File: src/rtl/fetch_sequencer.sv
// Instruction fetch sequencer: requests words from instruction memory, presents them
// to decode with pc, and handles jump/branch redirects, including while a request is in flight.
module fetch_sequencer #(
    parameter logic [31:0] RESET_PC    = 32'h0000_0000,
    parameter int unsigned ACK_TIMEOUT = 0
) (
    input  logic        clk,
    input  logic        rst,
    input  logic        branch_ctrl,
    input  logic [31:0] branch_address,
    input  logic        jump_ctrl,
    input  logic [31:0] jump_address,
    input  logic        stall,
    output logic        imem_req,
    output logic [31:0] imem_addr,
    input  logic        imem_ack,
    input  logic [31:0] imem_rdata,
    output logic [31:0] instr,
    output logic [31:0] pc,
    output logic        instr_valid,
    output logic [1:0]  state_dbg
);

    typedef enum logic [1:0] {
        S_IDLE  = 2'd0,
        S_FETCH = 2'd1,
        S_VALID = 2'd2,
        S_DRAIN = 2'd3
    } state_e;

    // Memory handshake: imem_req/imem_addr are held steady from the cycle a request
    // starts until the single cycle imem_ack is high; imem_rdata is taken only in that
    // cycle. A request, once issued, is never withdrawn early: a redirect waits in DRAIN
    // for the outstanding ack and discards its data.
    // Decode handshake: instr/pc are valid while instr_valid is high; the word is
    // consumed on any edge where instr_valid=1 and stall=0.

    state_e      state_q, state_d;
    logic [31:0] fetch_pc_q, fetch_pc_d;
    logic [31:0] pc_q, pc_d;
    logic [31:0] instr_q, instr_d;
    logic        instr_valid_q, instr_valid_d;
    logic        imem_req_q, imem_req_d;
    logic [31:0] imem_addr_q, imem_addr_d;

    logic        redirect;
    logic [31:0] target;
    logic [31:0] seq_pc;

    // Reserved parameter: no timeout logic is built for any value.
    if (ACK_TIMEOUT != 0) begin : g_ack_timeout_reserved
    end

    always_comb begin
        redirect = jump_ctrl | branch_ctrl;
        target   = jump_ctrl ? jump_address : branch_address;
        seq_pc   = fetch_pc_q + 32'd4;
    end

    always_comb begin
        state_d       = state_q;
        fetch_pc_d    = fetch_pc_q;
        pc_d          = pc_q;
        instr_d       = instr_q;
        instr_valid_d = instr_valid_q;
        imem_req_d    = imem_req_q;
        imem_addr_d   = imem_addr_q;

        case (state_q)
            S_IDLE: begin
                state_d    = S_FETCH;
                imem_req_d = 1'b1;
                if (redirect) begin
                    fetch_pc_d  = target;
                    imem_addr_d = target;
                end else begin
                    imem_addr_d = fetch_pc_q;
                end
            end

            S_FETCH: begin
                if (imem_ack) begin
                    if (redirect) begin
                        // Returning word belongs to the old stream: drop it and restart.
                        fetch_pc_d  = target;
                        imem_req_d  = 1'b1;
                        imem_addr_d = target;
                    end else begin
                        instr_d       = imem_rdata;
                        pc_d          = fetch_pc_q;
                        fetch_pc_d    = seq_pc;
                        instr_valid_d = 1'b1;
                        imem_req_d    = 1'b0;
                        state_d       = S_VALID;
                    end
                end else if (redirect) begin
                    fetch_pc_d = target;
                    state_d    = S_DRAIN;
                end
            end

            S_DRAIN: begin
                if (redirect) begin
                    fetch_pc_d = target;
                end
                if (imem_ack) begin
                    state_d     = S_FETCH;
                    imem_req_d  = 1'b1;
                    imem_addr_d = redirect ? target : fetch_pc_q;
                end
            end

            S_VALID: begin
                if (redirect) begin
                    instr_valid_d = 1'b0;
                    fetch_pc_d    = target;
                    state_d       = S_FETCH;
                    imem_req_d    = 1'b1;
                    imem_addr_d   = target;
                end else if (!stall) begin
                    instr_valid_d = 1'b0;
                    state_d       = S_FETCH;
                    imem_req_d    = 1'b1;
                    imem_addr_d   = fetch_pc_q;
                end
            end

            default: begin
                state_d       = S_IDLE;
                instr_valid_d = 1'b0;
                imem_req_d    = 1'b0;
            end
        endcase
    end

    always_ff @(posedge clk or negedge rst) begin
        if (!rst) begin
            state_q       <= S_IDLE;
            fetch_pc_q    <= RESET_PC;
            pc_q          <= RESET_PC;
            instr_q       <= 32'h0;
            instr_valid_q <= 1'b0;
            imem_req_q    <= 1'b0;
            imem_addr_q   <= RESET_PC;
        end else begin
            state_q       <= state_d;
            fetch_pc_q    <= fetch_pc_d;
            pc_q          <= pc_d;
            instr_q       <= instr_d;
            instr_valid_q <= instr_valid_d;
            imem_req_q    <= imem_req_d;
            imem_addr_q   <= imem_addr_d;
        end
    end

    assign imem_req    = imem_req_q;
    assign imem_addr   = imem_addr_q;
    assign instr       = instr_q;
    assign pc          = pc_q;
    assign instr_valid = instr_valid_q;
    assign state_dbg   = state_q;

endmodule

File: config.mk
export PLATFORM = sky130hd
export DESIGN_NAME = fetch_sequencer
export DESIGN_NICKNAME = d
export VERILOG_FILES = /design/src/rtl/fetch_sequencer.sv
export SDC_FILE = /design/constraint.sdc
export NUM_CORES = 1
export LEC_CHECK = 0
export ABC_AREA = 1
export BUFFER_PORTS_ARGS = -buffer_cell sky130_fd_sc_hd__buf_2
export CAP_MARGIN = 0
export CORE_MARGIN = 5
export CORE_UTILIZATION = 35
export CTS_CLUSTER_SIZE = 24
export DETAILED_ROUTE_END_ITERATION = 12
export HOLD_SLACK_MARGIN = 0.15
export PLACE_DENSITY_LB_ADDON = 0.05
export SYNTH_ARGS = -nofsm -noshare
export SYNTH_HDL_FRONTEND = slang
export SYNTH_SLANG_ARGS = --single-unit
File: constraint.sdc
create_clock -name clk -period 1.5 [get_ports clk]
set_clock_uncertainty 0.1 [all_clocks]
set_input_delay 0.3 -clock clk [delete_from_list [all_inputs] [get_ports clk]]
set_output_delay 0.3 -clock clk [all_outputs]
set_load 0.005 [all_outputs]
==> results_dict.tcl <==
set metrics [dict create \
    cts_buffers 17 \
    drc_errors 0 \
    start_kind "flop" \
    first_pass_iters 4 \
    p_sw_share_pct 34.24 \
    drtIter0Drc 383 \
    finalCoreUtilization_pct 58.59 \
    syn-instance-count 791 \
    clk_pin_slew_worst_paths_ns 0.06 \
    die_height_um 145.4 \
    synth_warnings 0 \
    post-synth-top-count-cell "nand2_1" \
    crit_fanout 6 \
    clk_latency_ns 0.42 \
    synth_seq_area_share_pct 51.51 \
    n_antenna_cell 0 \
    hold_path.class "input pin to flop" \
    wl_um 23510 \
    ant_nets 0 \
    clockBufferDepth 2 \
    met1_usage_pct 27.98 \
    busiest_layer "met2" \
    comb_power_share_pct 39.5 \
    grt_use_total_pct 21.30 \
    core_um2 18020 \
    place_congestion 0.8359 \
    worstMarginPinSlew_ns 0.4239 \
    grt_pass1_vias 7007 \
    avgSynthCellArea_um2 8.107 \
    hold_viol_final 0 \
    cts_tree "done" \
    synthTopCellsByArea "dfrtp_1, nand2_1, o21ai_0" \
    layout.nets 1286 \
    start_util_pct 35.58 \
    synth_ff_type "dfrtp_1" \
    hold_slack_ns 0.1580 \
    maxCapViolCount 0 \
    hpwl_um 16190 \
    critical_path_required_ns 1.71 \
    synth_edf_count 0 \
    layout-drive-gt1-share_pct 40.59 \
    critPathArrivalTime_ns 1.89 \
    switchingPower_mw 5.714 \
    leakage_nw 5.373 \
    use_met2_pct 35.86 \
    cts.sink_count 132 \
    ys_types 38 \
    setup_viol 86 \
    violations "setup timing" \
    slew_viol_final 0 \
    power.clock.fraction_pct 25.8 \
    syn2layout_area_growth_pct 64.68 \
    synth_top_area_share_pct 51.51 \
    p_seq_share_pct 34.7 \
    grt_max_degree 41 \
    fin_tns_setup_ns -5.753 \
    synth_nets 894 \
    grt_pass1_wl_um 36880 \
    dieArea_um2 21130 \
    crit_type "flop to flop" \
    rows 49 \
    status "finished, violations left" \
    internal-power_mw 10.97 \
    via_count 6761 \
    antenna_found_initial 0 \
    avgViaCountPerCell 4.748 \
    p_total_mw 16.69 \
    syn_area_um2 6412 \
    vdd_ir_drop_max_mv 0.7409 \
    slew_headroom_pct 71.44 \
    portBuffers 201 \
    ys_ff_latch 132 \
    async_flop_share_pct 100.0 \
    setup.worst_path.end_class "flop" \
    clock-root-buffer "clkbuf_16" \
    die_w_um 145.4 \
    h-tree-depth 4 \
    yosysTopAreaCell "dfrtp_1" \
    timing.final.crit_share_pct 112.1 \
    wire_per_inst_um 16.51 \
    grtUsageMet3_pct 4.485 \
    p_per_area_nw_per_um2 1580 \
    fmax_mhz 594.9 \
    synthTopCellsByCount "nand2_1, dfrtp_1, nor2_1, o21ai_0, inv_1" \
    num_io_pins 202 \
    period_minus_slack_ns 1.681 \
    fin_ws_ns -0.1809 \
    grt.overflow.total 0 \
    rsz0062_at_grt "true" \
]
## placed cells by master, fill, tap and decap left out, drive strengths merged
cell type and count:
clkinvlp 5, nor2 108, o221ai 4, o21ai 85, nand4 7, nand3 43
clkinv 5, nand2 255, or2 4, nand3b 1, o21a 7, a22oi 2
inv 47, a31oi 1, dfrtp 132, o21bai 3, a21boi 1, xnor2 2
buf 373, o211ai 9, nor4 1, a21oi 6, bufinv 3, a31o 1
a22o 28, dlygate4sd3 35, clkbuf 22, ha 1, nor3 3, o311ai 1
## stage by stage
step,setup slack [ns],cells,instance area [um^2]
4_1_cts,-0.1270,1406,10100
5_1_grt,-0.2453,1424,10560
2_1_floorplan,-0.07803,791,6420
3_3_place_gp,-0.2341,1327,8816
3_5_place_dp,-0.2336,1327,8816
6_report,-0.1809,1424,10560
## logic make-up (layout without fill, tap and decap cells)
| family | Yosys count | in the layout | synth area share (%) |
|---|---|---|---|
| and+or+nand+nor | 422 | 422 | 27.49 |
| AOI/OAI and AO/OA | 148 | 148 | 14.60 |
| DFF | 132 | 132 | 51.51 |
| buffers and inverters | 86 | 490 | 5.932 |
| xor gates and xnor gates | 2 | 2 | 0.2732 |
| adders and majority gates | 1 | 1 | 0.1951 |
## worst max-delay path, stage by stage (launching register included)
cell and delay, ns:
dfrtp_1 0.39, buf_6 0.13, nand2_4 0.07, nor2_4 0.04, a21oi_4 0.23, nand2_8 0.13
buf_12 0.16, buf_16 0.13, a22o_1 0.18
## timing repair
action / CTS / global route
hold buffers: 35 / 0
gates cloned: 3 / 5
buffers inserted: 10 / 15
pin swaps: 10 / 33
resized for setup: 44 / 78
hold endpoints to repair: 166 / 0
setup endpoints to repair: 85 / 113
## layer usage
layer  part of all wire [%]  routed length, um  vias up
met2                     47              11110      203
met5                      0                  0        -
li1                       -                  -     3398
met4                    1.8                425        0
met3                    5.8               1362       32
met1                     45              10610     3128
## area by class of cell
| type | count | area (um^2) |
|---|---|---|
| Clock inverter | 13 | 160.2 |
| Timing Repair Buffer | 412 | 3171 |
| Inverter | 47 | 188.9 |
| Multi-Input combinational cell | 573 | 3009 |
| Sequential cell | 132 | 3306 |
| Fill cell | 1647 | 7465 |
| Tap cell | 229 | 286.5 |
| Clock buffer | 18 | 439.2 |
## path summary, 6_finish.rpt
check,startpoint,end,slack [ns],cells after the start
worst max-delay path,state_dbg[1],imem_addr[14],-0.18,8
worst min-delay path,jump_address[16],fetch_pc_q[16],0.16,4
worst max register to register,state_dbg[1],imem_addr[14],-0.18,8
worst min register to register,instr[22],instr[22],0.37,2
max in group asynchronous,rst,imem_addr[18],0.51,3
min in group asynchronous,rst,instr[0],0.24,2
## power groups by stage
stage	clock [mW]	combinational, mW	sequential [mW]
after global routing	4.55	7.23	5.98
after floorplan	0	2.17	5.90
final	4.30	6.59	5.80
after CTS	4.39	6.10	5.78
after detailed placement	0	5.40	5.81
after global placement	0	5.33	5.81
## registers in the layout (all words and copies together), names as in the netlist
name         cells
imem_addr       32
instr_valid      1
state_dbg        2
imem_req         1
pc              32
fetch_pc_q      32
instr           32
Note: power is estimated with default switching activity, not from simulation.
